$ cat config.mk
export PLATFORM = sky130hd
export DESIGN_NAME = picosoc_gpio
export DESIGN_NICKNAME = d
export VERILOG_FILES = /design/src/rtl/picosoc_gpio.sv
export SDC_FILE = /design/constraint.sdc
export NUM_CORES = 1
export LEC_CHECK = 0
export CAP_MARGIN = 10
export CORE_MARGIN = 3
export CORE_UTILIZATION = 46
export CTS_CLUSTER_SIZE = 8
export DETAILED_ROUTE_END_ITERATION = 7
export GPL_ROUTABILITY_DRIVEN = 1
export PLACE_DENSITY = 0.81
export SLEW_MARGIN = 25
export SYNTH_ARGS = -nofsm -noshare
export SYNTH_HDL_FRONTEND = slang
export SYNTH_SLANG_ARGS = --single-unit
$ cat constraint.sdc
create_clock -name clk -period 2.4 [get_ports clk]
set_input_delay 0.48 -clock clk [delete_from_list [all_inputs] [get_ports clk]]
set_output_delay 0.48 -clock clk [all_outputs]
set_load 0.005 [all_outputs]
$ cat src/rtl/picosoc_gpio.sv
// Memory-mapped GPIO block for PicoSoC: output/enable registers, synchronised
// inputs, and per-pin edge-detect interrupts with byte-strobed W1C status.
module picosoc_gpio #(
    parameter int          WIDTH       = 8,
    parameter logic [31:0] BASE_ADDR   = 32'h0300_0000,
    parameter int          SYNC_STAGES = 2
) (
    input  logic             clk,
    input  logic             resetn,
    input  logic             valid,
    output logic             ready,
    input  logic [31:0]      addr,
    input  logic [31:0]      wdata,
    input  logic [3:0]       wstrb,
    output logic [31:0]      rdata,
    input  logic [WIDTH-1:0] gpio_in,
    output logic [WIDTH-1:0] gpio_out,
    output logic [WIDTH-1:0] gpio_oe,
    output logic             irq
);
    localparam logic [7:0] OFF_OUT     = 8'h00;
    localparam logic [7:0] OFF_OE      = 8'h04;
    localparam logic [7:0] OFF_IN      = 8'h08;
    localparam logic [7:0] OFF_SET     = 8'h0C;
    localparam logic [7:0] OFF_CLR     = 8'h10;
    localparam logic [7:0] OFF_TGL     = 8'h14;
    localparam logic [7:0] OFF_RISE_EN = 8'h18;
    localparam logic [7:0] OFF_FALL_EN = 8'h1C;
    localparam logic [7:0] OFF_STATUS  = 8'h20;

    logic [WIDTH-1:0]             r_out;
    logic [WIDTH-1:0]             r_oe;
    logic [WIDTH-1:0]             r_rise_en;
    logic [WIDTH-1:0]             r_fall_en;
    logic [WIDTH-1:0]             r_status;
    logic [WIDTH-1:0]             r_prev;
    logic [SYNC_STAGES*WIDTH-1:0] r_sync;
    logic                         r_ready;
    logic [31:0]                  r_rdata;

    logic                         w_hit;
    logic                         w_acc;
    logic                         w_wr;
    logic [7:0]                   w_off;
    logic [31:0]                  w_bmask;
    logic [31:0]                  w_rd_val;
    logic [WIDTH-1:0]             w_mask;
    logic [WIDTH-1:0]             w_d;
    logic [WIDTH-1:0]             w_s;
    logic [WIDTH-1:0]             w_evt;
    logic [WIDTH-1:0]             w_w1c;
    logic [WIDTH-1:0]             w_out_nxt;
    logic                         w_unused;

    function automatic logic [31:0] zext(input logic [WIDTH-1:0] v);
        return 32'(v);
    endfunction

    assign w_bmask  = {{8{wstrb[3]}}, {8{wstrb[2]}}, {8{wstrb[1]}}, {8{wstrb[0]}}};
    assign w_mask   = w_bmask[WIDTH-1:0];
    assign w_d      = wdata[WIDTH-1:0] & w_mask;
    assign w_off    = addr[7:0];
    assign w_hit    = (addr[31:8] == BASE_ADDR[31:8]);
    // ready doubles as the busy flag, so a held request is taken once every other cycle
    assign w_acc    = valid && w_hit && !r_ready;
    assign w_wr     = w_acc && (wstrb != 4'b0000);
    assign w_s      = r_sync[SYNC_STAGES*WIDTH-1 -: WIDTH];
    assign w_evt    = (w_s & ~r_prev & r_rise_en) | (~w_s & r_prev & r_fall_en);
    assign w_unused = ^{wdata, w_bmask};

    assign ready    = r_ready;
    assign rdata    = r_rdata;
    assign gpio_out = r_out;
    assign gpio_oe  = r_oe;
    assign irq      = |r_status;

    // Read multiplexer: write-only and unmapped offsets read as zero.
    always_comb begin
        w_rd_val = 32'h0000_0000;
        case (w_off)
            OFF_OUT:     w_rd_val = zext(r_out);
            OFF_OE:      w_rd_val = zext(r_oe);
            OFF_IN:      w_rd_val = zext(w_s);
            OFF_RISE_EN: w_rd_val = zext(r_rise_en);
            OFF_FALL_EN: w_rd_val = zext(r_fall_en);
            OFF_STATUS:  w_rd_val = zext(r_status);
            default:     w_rd_val = 32'h0000_0000;
        endcase
    end

    // Next OUT value and the W1C clear mask for the current write.
    always_comb begin
        w_out_nxt = r_out;
        w_w1c     = {WIDTH{1'b0}};
        if (w_wr) begin
            case (w_off)
                OFF_OUT:    w_out_nxt = (r_out & ~w_mask) | w_d;
                OFF_SET:    w_out_nxt = r_out | w_d;
                OFF_CLR:    w_out_nxt = r_out & ~w_d;
                OFF_TGL:    w_out_nxt = r_out ^ w_d;
                OFF_STATUS: w_w1c     = w_d;
                default:    w_out_nxt = r_out;
            endcase
        end else begin
            w_out_nxt = r_out;
        end
    end

    // Bus-visible registers and handshake.
    always_ff @(posedge clk) begin
        if (!resetn) begin
            r_ready   <= 1'b0;
            r_rdata   <= 32'h0000_0000;
            r_out     <= {WIDTH{1'b0}};
            r_oe      <= {WIDTH{1'b0}};
            r_rise_en <= {WIDTH{1'b0}};
            r_fall_en <= {WIDTH{1'b0}};
            r_status  <= {WIDTH{1'b0}};
        end else begin
            r_ready  <= w_acc;
            r_rdata  <= w_acc ? w_rd_val : 32'h0000_0000;
            r_out    <= w_out_nxt;
            // a new event outranks a simultaneous W1C of the same bit
            r_status <= (r_status & ~w_w1c) | w_evt;
            if (w_wr && (w_off == OFF_OE)) begin
                r_oe <= (r_oe & ~w_mask) | w_d;
            end
            if (w_wr && (w_off == OFF_RISE_EN)) begin
                r_rise_en <= (r_rise_en & ~w_mask) | w_d;
            end
            if (w_wr && (w_off == OFF_FALL_EN)) begin
                r_fall_en <= (r_fall_en & ~w_mask) | w_d;
            end
        end
    end

    // Input synchroniser chain plus the delayed copy used for edge detection.
    always_ff @(posedge clk) begin
        if (!resetn) begin
            r_sync <= {(SYNC_STAGES*WIDTH){1'b0}};
            r_prev <= {WIDTH{1'b0}};
        end else begin
            r_sync <= {r_sync[(SYNC_STAGES-1)*WIDTH-1:0], gpio_in};
            r_prev <= w_s;
        end
    end
endmodule

==> results.py <==
metrics = {
    "clocking": {
        "postCtsResizedCells": 0,
        "clock-root-buffer": "clkbuf_8",
        "htreeDepth": 3,
        "cts.sinks": 73,
        "tritoncts": "done",
        "clk_transition_reported_paths_ns": 0.08,
        "cts_hold_repair.buffers": 0,
        "ctsLongestPathBuffers": 2,
        "cts-buffers-inserted": 9,
        "clkLatencyLatePin_ns": 0.35,
        "cts_setup_buffers": 0,
    },
    "final_layout": {
        "final_design_area_no_fill_sq_mm": 0.00479,
        "final_nets": 587,
        "layout_cell_share_with_drive_strength_beyond_1_pct": 11.3,
        "instances_no_fill": 606,
        "area_growth_pct": 28.3,
        "num_antenna_cells": 0,
        "mostFrequentLayoutCell": "clkdlybuf4s50_1",
        "mostFrequentLayoutCells": "79 x clkdlybuf4s50_1, 74 x nand2_1, 73 x dfxtp_1, 33 x mux2i_1, 28 x buf_4",
        "finalCoreUtilization_pct": 61.3,
    },
    "placed_design": {
        "postPlaceCellArea_sq_mm": 0.00462,
        "placed_cells_incl_taps": 591,
        "gpl.final_weighted_congestion": 0.945,
        "setup_slack_placement_ns": -0.0208,
        "dpl.hpwl_microns": 7200,
        "buffer_ports.inserted": 80,
    },
    "global_routing": {
        "grt_most_used_layer": "met2",
        "track_usage_pct": 20.8,
        "grt_start_max_net_pins": 23,
        "number_of_antenna_violations_at_the_first_check_in_global_routing": 0,
        "groute.layer.met1.usage_pct": 27.6,
        "use_met3_pct": 4.38,
        "globalRoute.totalOverflow": 0,
        "global_route_wire_length_before_repair_microns": 14800,
        "grtUsageMet2_pct": 33.2,
        "grt_pass1_vias": 2994,
    },
    "setup_path": {
        "cp.arrival_ns": 2.31,
        "timing.critical_path.from_type": "input pin",
        "critPathRequiredTime_ns": 2.62,
        "ff2ff_path_depth": 6,
        "element_type_at_the_critical_path_end": "flip-flop",
        "slowest_delay_ns": 0.52,
        "critical_path_peak_fanout": 8,
        "critical-path-slowest-cell": "clkdlybuf4s50_1",
        "timing.critical_path.max_delay_family": "simple AND/OR/NAND/NOR gates",
        "worstPathCellList": "clkdlybuf4s50_1 > nor4_1 > nand3_1 > o41ai_1 > a31oi_1",
        "timing.critical_path.depth": 5,
        "criticalPathCategory": "input pin to flip-flop",
        "cp.buffers_inverters": 1,
    },
    "drt": {
        "dr_total_vias": 3257,
        "detail-route-antenna-nets": 0,
        "remaining_drc_errors": 0,
        "detail_route.vias_per_cell": 5.37,
        "wl_per_cell_microns": 15.4,
        "detailedRoute.firstPassIterationCount": 5,
        "detail_route.wirelength_microns": 9330,
        "drtIter0Drc": 181,
    },
    "timing": {
        "final.period_utilization_pct": 87.2,
        "final_critical_path_setup_slack_ns": 0.307,
        "worst-slew-pin-transition_ns": 0.510,
        "timing.clock.skew_ns": 0.0116,
        "unrepaired_setup_endpoints_after_global_routing": "no",
        "slew_hr_pct": 66.0,
        "hold_viol_final": 0,
        "fin_crit_ns": 2.09,
        "drv_slew": 0,
        "final-setup-viol-count": 0,
        "clock.fmax_mhz": 478,
    },
    "synth": {
        "synth_cell_types": 48,
        "seq_area_frac_synth_pct": 39.2,
        "avgSynthCellArea_sq_um": 9.17,
        "mappedNetlistArea_sq_mm": 0.00373,
        "synth-seq-cells": 73,
        "yosysWarnings": 0,
        "syn_inst": 407,
    },
    "power_and_ir_drop": {
        "p_sw_share_pct": 24.3,
        "internal_power_w": 0.00175,
        "power_frac_comb_pct": 10.8,
        "worst_ir_drop_vdd_v": 0.000312,
        "cellLeakagePower_nw": 1.74,
        "seqPwrFrac_pct": 53.3,
        "power_switching_w": 0.000562,
        "cellPowerDensity_mw_per_mm2": 484,
        "pwr-share-clk_pct": 35.9,
    },
    "die": {
        "rows": 32,
        "die-height_microns": 96.1,
        "floorplan.io_pins": 129,
        "core_area_sq_mm": 0.00781,
        "initial_core_util_pct": 47.8,
        "design.die.area_sq_mm": 0.00923,
        "die_x_microns": 96.1,
    },
    "hold_path": {
        "worstHoldPathType": "flip-flop to flip-flop",
        "hold_depth": 1,
    },
    "outcome": {
        "status": "completed",
    },
    "flow_run": {
        "maxCapViolations": 0,
    },
}
==> power by group through the flow <==
| stage | clock network [W] | logic [W] | registers, W |
|---|---|---|---|
| after floorplan | 0 | 0.000140 | 0.00126 |
| after global placement | 0 | 0.000242 | 0.00126 |
| after detailed placement | 0 | 0.000247 | 0.00126 |
| after CTS | 0.000847 | 0.000248 | 0.00123 |
| after global routing | 0.000899 | 0.000273 | 0.00124 |
| final | 0.000833 | 0.000249 | 0.00124 |
==> Yosys cell counts (all sizes together) <==
master | instances | area (sq um)
and4 | 1 | 8.76
nand3 | 8 | 45.0
a221o | 8 | 80.1
and4bb | 1 | 12.5
or3 | 1 | 6.26
and2 | 25 | 156
nor3 | 3 | 15.0
nand2b | 6 | 37.5
nor2b | 1 | 13.8
a32oi | 1 | 8.76
or4b | 1 | 10.0
a221oi | 4 | 35.0
nand2 | 74 | 278
xnor2 | 1 | 8.76
mux2i | 33 | 330
or4 | 1 | 7.51
a21bo | 1 | 10.0
nand3b | 16 | 120
a22o | 1 | 8.76
inv | 2 | 7.51
clkbuf | 11 | 41.3
a22oi | 5 | 37.5
buf | 38 | 293
nor4bb | 1 | 10.0
mux2 | 1 | 11.3
o41ai | 8 | 70.1
nand4 | 4 | 40.0
conb | 1 | 3.75
dfxtp | 73 | 1460
ha | 8 | 100
o21ai | 16 | 80.1
o22ai | 1 | 6.26
and3 | 4 | 30.0
nor4 | 10 | 138
nor4b | 2 | 23.8
nor2 | 14 | 68.8
a31oi | 9 | 56.3
a21oi | 12 | 60.1
==> path summary, 6_finish.rpt <==
kind,from,to,slack (ns)
max,addr[2],r_status[5],0.31
min,r_sync[2],r_sync[10],0.44
max reg2reg,ready,flip-flop,0.71
min reg2reg,r_sync[2],r_sync[10],0.44
==> per-stage QoR <==
step           total power [W]  hold slack (ns)  TNS (ns)
2_1_floorplan          0.00140            0.412         0
3_3_place_gp           0.00150            0.415   -0.0861
3_5_place_dp           0.00151            0.419   -0.0765
4_1_cts                0.00233            0.435         0
5_1_grt                0.00241            0.440         0
6_report               0.00232            0.436         0
==> worst reg2reg max path, delay by kind of cell (launching register included) <==
| family | cells | cell delay [ns] |
|---|---|---|
| buffers and inverters | 1 | 0.21 |
| DFF | 1 | 0.33 |
| and+or+nand+nor | 4 | 0.86 |
| muxes | 1 | 0.22 |
==> area by class of cell <==
| class | count | area, sq um |
|---|---|---|
| Fill cell | 669 | 3020 |
| Multi-Input combinational cell | 306 | 2020 |
| Sequential cell | 73 | 1460 |
| Timing Repair Buffer | 108 | 1010 |
| Clock buffer | 12 | 145 |
| Tap cell | 102 | 128 |
| Clock inverter | 3 | 17.5 |
| Inverter | 2 | 7.51 |
==> kinds of logic (layout without fill, tap and decap cells) <==
group	Yosys count	after routing	synth area share, %
AND/OR/NAND/NOR	173	173	27.4
multiplexers	34	34	9.15
AO/OA/AOI/OAI	66	66	12.1
XOR/XNOR	1	1	0.235
flip-flops	73	73	39.2
adder cells (fa/ha/maj)	8	8	2.68
other	1	24	0.101
buffers and inverters	51	125	9.15
==> per-layer routing <==
| metal | share of wire, % | routed length [microns] | vias up |
|---|---|---|---|
| met5 | 0 | 0 | - |
| met4 | 1.3 | 117 | 0 |
| met1 | 45 | 4220 | 1534 |
| met2 | 47 | 4410 | 125 |
| li1 | - | - | 1586 |
| met3 | 6.3 | 590 | 12 |
Note: power is estimated with default switching activity, not from simulation.
